`src/rtl/div_unit_pkg.sv`:
```
// Shared definitions for the execute-stage integer divider.
// Holds the FSM encoding, the default datapath width and the DIV/DIVU select codes.
package div_unit_pkg;

    localparam int DIV_WIDTH = 32;

    typedef enum logic [1:0] {
        DIV_IDLE = 2'b00,
        DIV_CALC = 2'b01,
        DIV_FIN  = 2'b10
    } div_state_e;

    // MIPS SPECIAL funct codes decoded by the execute control into is_signed.
    localparam logic [5:0] FUNCT_DIV  = 6'b011010;
    localparam logic [5:0] FUNCT_DIVU = 6'b011011;

endpackage

```
`src/rtl/div_step.sv`:
```
// One combinational restoring-division iteration: shift in the next dividend bit,
// trial-subtract the divisor and keep the difference when no borrow occurs.
module div_step #(
    parameter int WIDTH = 32
) (
    input  logic [WIDTH:0]   rem_in,
    input  logic [WIDTH-1:0] divisor,
    input  logic             bit_in,
    output logic [WIDTH:0]   rem_out,
    output logic             q_bit
);

    logic [WIDTH+1:0] shifted;
    logic [WIDTH+1:0] diff;
    logic             no_borrow;

    always_comb begin
        shifted   = {rem_in, bit_in};
        no_borrow = (shifted >= {2'b00, divisor});
        diff      = shifted - {2'b00, divisor};
        // The partial remainder never reaches 2*divisor, so WIDTH+1 bits always suffice.
        rem_out   = no_borrow ? (WIDTH+1)'(diff) : (WIDTH+1)'(shifted);
        q_bit     = no_borrow;
    end

endmodule

```
`src/rtl/div_unit.sv`:
```
// Multi-cycle restoring divider for MIPS DIV/DIVU: one quotient bit per cycle,
// start/busy/done handshake, synchronous cancel and sign fix-up on the final step.
module div_unit
    import div_unit_pkg::*;
#(
    parameter int WIDTH = DIV_WIDTH,
    parameter int ITER  = WIDTH
) (
    input  logic             clk,
    input  logic             resetn,
    input  logic             start,
    input  logic             cancel,
    input  logic             is_signed,
    input  logic [WIDTH-1:0] dividend,
    input  logic [WIDTH-1:0] divisor,
    output logic             busy,
    output logic             done,
    output logic [WIDTH-1:0] quotient,
    output logic [WIDTH-1:0] remainder
);

    localparam int CW = $clog2(ITER) + 1;

    div_state_e       state, state_next;
    logic [WIDTH:0]   rem_q;
    logic [WIDTH-1:0] quo_q;
    logic [WIDTH-1:0] dvsr_q;
    logic             sign_q, sign_r, dbz_q;
    logic [CW-1:0]    cnt_q;

    logic [WIDTH:0]   step_rem;
    logic             step_q;
    logic [WIDTH-1:0] quo_step;
    logic [WIDTH-1:0] dividend_abs, divisor_abs;
    logic             accept, last;

    // quo_q doubles as the dividend shift register: its MSB feeds the next step.
    div_step #(.WIDTH(WIDTH)) u_step (
        .rem_in  (rem_q),
        .divisor (dvsr_q),
        .bit_in  (quo_q[WIDTH-1]),
        .rem_out (step_rem),
        .q_bit   (step_q)
    );

    always_comb begin
        quo_step     = {quo_q[WIDTH-2:0], step_q};
        dividend_abs = (is_signed && dividend[WIDTH-1]) ? -dividend : dividend;
        divisor_abs  = (is_signed && divisor[WIDTH-1])  ? -divisor  : divisor;
        accept       = (state == DIV_IDLE) && start && !cancel;
        last         = (cnt_q == CW'(ITER - 1));
    end

    always_comb begin
        state_next = state;
        case (state)
            DIV_IDLE: if (accept) state_next = DIV_CALC;
            DIV_CALC: begin
                if (cancel)    state_next = DIV_IDLE;
                else if (last) state_next = DIV_FIN;
            end
            DIV_FIN:  state_next = DIV_IDLE;
            default:  state_next = DIV_IDLE;
        endcase
        busy = (state != DIV_IDLE);
        done = (state == DIV_FIN) && !cancel;
    end

    always_ff @(posedge clk or negedge resetn) begin
        if (!resetn) state <= DIV_IDLE;
        else         state <= state_next;
    end

    always_ff @(posedge clk or negedge resetn) begin
        if (!resetn) begin
            rem_q     <= '0;
            quo_q     <= '0;
            dvsr_q    <= '0;
            sign_q    <= 1'b0;
            sign_r    <= 1'b0;
            dbz_q     <= 1'b0;
            cnt_q     <= '0;
            quotient  <= '0;
            remainder <= '0;
        end else if (accept) begin
            rem_q  <= '0;
            quo_q  <= dividend_abs;
            dvsr_q <= divisor_abs;
            sign_q <= is_signed & (dividend[WIDTH-1] ^ divisor[WIDTH-1]);
            sign_r <= is_signed & dividend[WIDTH-1];
            dbz_q  <= (divisor == '0);
            cnt_q  <= '0;
        end else if (state == DIV_CALC && !cancel) begin
            rem_q <= step_rem;
            quo_q <= quo_step;
            cnt_q <= cnt_q + CW'(1);
            if (last) begin
                // With a zero divisor every step succeeds, so rem ends as |dividend|
                // and the sign fix-up restores the original dividend on its own.
                quotient  <= dbz_q ? '1 : (sign_q ? -quo_step : quo_step);
                remainder <= sign_r ? -step_rem[WIDTH-1:0] : step_rem[WIDTH-1:0];
            end
        end
    end

endmodule
```
`config.mk`:
```
export PLATFORM = sky130hd
export DESIGN_NAME = div_unit
export DESIGN_NICKNAME = d
export VERILOG_FILES = /design/src/rtl/div_unit_pkg.sv /design/src/rtl/div_step.sv /design/src/rtl/div_unit.sv
export SDC_FILE = /design/constraint.sdc
export NUM_CORES = 1
export LEC_CHECK = 0
export CAP_MARGIN = 20
export CORE_MARGIN = 3
export CORE_UTILIZATION = 47
export DETAILED_ROUTE_END_ITERATION = 8
export PLACE_DENSITY = 0.7
export SYNTH_ARGS = -nofsm -noshare
export SYNTH_HDL_FRONTEND = slang
export SYNTH_SLANG_ARGS = --single-unit
```
`constraint.sdc`:
```
create_clock -name clk -period 5.75 [get_ports clk]
set_clock_uncertainty 0.05 [all_clocks]
set_input_delay 0.8625 -clock clk [delete_from_list [all_inputs] [get_ports clk]]
set_output_delay 0.8625 -clock clk [all_outputs]
set_load 0.05 [all_outputs]
```
==> flow_summary_export.csv <==
group,metric,value,unit
placed_design,finalWeightedCongestion,0.929,
setup_path,critPathLaunchType,"register",
clocking,cts_hold_buf,0,
die,fp.coreArea,24700,um^2
timing,worst_pin_slew,1010,ps
logic_synthesis,syn-num-nets,1585,
timing,hold_viol,0,
clocking,postCtsSetupBuffers,0,
drt,drc_errors,0,
drt,dr.first_iter.drc_count,1135,
drt,wl_per_cell,18.5,um
cells_and_area,fillers,2333,
logic_synthesis,ys_types,76,
timing,slew_viol_final,0,
global_route,grt_use_total,26.1,%
power_and_ir_drop,powerDensity,497,nW/um^2
logic_synthesis,synth.top_cells.by_count,"nand2_1, dfrtp_1, o21ai_0",
setup_path,arrival,5370,ps
setup_path,crit_type,"reg2reg",
global_route,antenna_found_initial,0,
logic_synthesis,synthCells,1478,
placed_design,portBuffers,134,
clocking,clock_latency,450,ps
logic_synthesis,synth.top_cell.area_share,36.0,%
setup_path,cp.required,6000,ps
timing,grt_setup_unrepaired,"false",
clocking,cts_sinks,172,
cells_and_area,fin_nets,1673,
placed_design,dpl-instance-area,13500,um^2
drt,drt_wl_total,35.1,mm
logic_synthesis,synth_most_common_cell,"nand2_1",
global_route,overflow,0,
die,ios,135,
timing,setup_tns,0,ps
cells_and_area,post-route-util,57.0,%
outcome,outcome,"complete, no violations",
logic_synthesis,avgSynthCellArea,8.08,um^2
timing,setup-violations-final,0,
logic_synthesis,synth_area,11900,um^2
logic_synthesis,yosysSeqAreaShare,36.0,%
setup_path,endpoint_kind,"register",
clocking,path_clk_slew,70,ps
drt,antenna_left,0,
die,dieWidth,165,um
power_and_ir_drop,irDropWorstVdd,0.243,mV
drt,num_vias,11240,
global_route,grt_pass1_wl,56.1,mm
logic_synthesis,ys_warn_count,0,
logic_synthesis,synth-edff-count,0,
clocking,cts_tree,"done",
clocking,cts_buffers,17,
timing,finalCritPeriodShare,89.0,%
global_route,grt_max_degree,78,
worst_hold_path,worstHoldPathType,"in2async",
timing,finalCriticalPeriod,5120,ps
cells_and_area,multi_input_area,7150,um^2
drt,via_per_inst,5.91,
clocking,cts_root_buf,"clkbuf_16",
run,maxCapViolations,0,
logic_synthesis,async_reset_ff_share,100,%
logic_synthesis,synth_area_leaders,"dfrtp_1, nand2_1, xnor2_1",
logic_synthesis,synth_ff_type,"dfrtp_1",
cells_and_area,drive_gt1_share,4.81,%
global_route,grt_pass1_vias,10230,
power_and_ir_drop,p_leak,5.87,nW
cells_and_area,fin_area,14100,um^2
cells_and_area,areaGrowthSynthToFinish,17.8,%
timing,fmax,195,MHz
clocking,post_cts_resized,0,
die,die_area,27400,um^2
die,start_util,48.4,%
setup_path,crit_fanout,18,
logic_synthesis,synth-seq-cells,172,
die,num_rows,57,
logic_synthesis,yosys.area.top_type,"dfrtp_1",
timing,max_slew_margin,32.4,%
drt,first_pass_iters,5,
placed_design,dp_hpwl,26.6,mm
cells_and_area,seq_area,4300,um^2
die,die_y,165,um
clocking,htreeDepth,4,
clocking,cts_buffer_depth,2,
cells_and_area,antenna_cells,0,
## power breakdown
group / switching (mW) / total, mW / internal [mW]
sequential: 0.322 / 1.74 / 1.41
clock: 0.543 / 1.16 / 0.620
combinational: 2.58 / 4.10 / 1.52
## through the flow
| stage | hold slack [ps] | std cells | setup WS, ps | total power, mW |
|---|---|---|---|---|
| 2_1_floorplan | 400 | 1478 | 792 | 4.62 |
| 3_3_place_gp | 403 | 1871 | 794 | 5.67 |
| 3_5_place_dp | 415 | 1871 | 660 | 5.72 |
| 4_1_cts | 430 | 1903 | 633 | 6.90 |
| 5_1_grt | 430 | 1903 | 171 | 7.49 |
| 6_report | 369 | 1903 | 633 | 7.00 |
## layout make-up
| cell class | count | share of cell area (%) |
|---|---|---|
| Timing Repair Buffer | 149 | 10.3 |
| Sequential cell | 172 | 30.6 |
| Inverter | 49 | 1.31 |
| Multi-Input combinational cell | 1177 | 50.8 |
| Clock inverter | 13 | 0.951 |
| Tap cell | 324 | 2.88 |
| Clock buffer | 19 | 3.15 |
## cell usage in the layout, fill, tap and decap left out, types with 15 or more instances in the layout
cell             count
nor4_1              18
nor3_1              39
o41ai_1             16
dfrtp_1            172
ha_1                37
nand2_1            232
buf_4               15
clkdlybuf4s50_1    133
nand4_1             16
a31oi_1             42
a21oi_1            101
xnor2_1             82
o21ai_0            140
nand3_1             23
clkbuf_16           17
inv_1               47
o21ai_1             22
mux2i_1             20
xor2_1              60
nor2_1             128
or3_1               15
o31ai_1             25
## worst max-delay path: stages, from the launching register on
cell and delay [ps]:
dfrtp_1 410, inv_1 80, ha_1 150, inv_1 50
fa_1 390, a21o_1 220, a221o_1 430, a221oi_4 330
nand2_2 110, nand3_1 230, nand2_2 300, inv_2 180
mux2i_1 280, ha_1 260, nand4b_1 120, nor3_1 230
a31oi_1 110, o31ai_1 560, o21ai_1 190, mux2i_1 180
o211ai_1 90
## routing by layer
layer	global-route usage [%]	wire length, um	vias to the layer above
met5	0	0	-
li1	-	-	5444
met1	41.8	17200	5270
met3	5.51	3210	48
met4	6.35	636	0
met2	35.3	14100	478
## state kept, by name, summed over array words and instances (netlist names)
signal	count
remainder	32
dvsr_q	32
dbz_q	1
rem_q	33
quotient	32
state	2
cnt_q	6
quo_q	32
sign_r	1
sign_q	1
## final timing paths
kind | startpoint | end | slack [ps] | cells after the start
max reg2reg | quo_q[31]$_DFFE_PN0P_ | remainder[28]$_DFFE_PN0P_ | 630 | 20
min in group clk | quotient[2]$_DFFE_PN0P_ | quotient[2]$_DFFE_PN0P_ | 420 | 2
max in group asynchronous | resetn | quo_q[2]$_DFFE_PN0P_ | 4000 | 2
min | resetn | dvsr_q[3]$_DFFE_PN0P_ | 370 | 1
min reg2reg | quotient[2]$_DFFE_PN0P_ | quotient[2]$_DFFE_PN0P_ | 420 | 2
max | quo_q[31]$_DFFE_PN0P_ | remainder[28]$_DFFE_PN0P_ | 630 | 20
## cell families after synthesis
group / share of synthesized area, %
simple gates: 20.6
compound gates: 22.5
flops: 36.0
xor+xnor: 10.4
buf+inv: 4.26
fa+ha+maj: 4.04
mux: 2.15
Note: power is estimated with default switching activity, not from simulation.
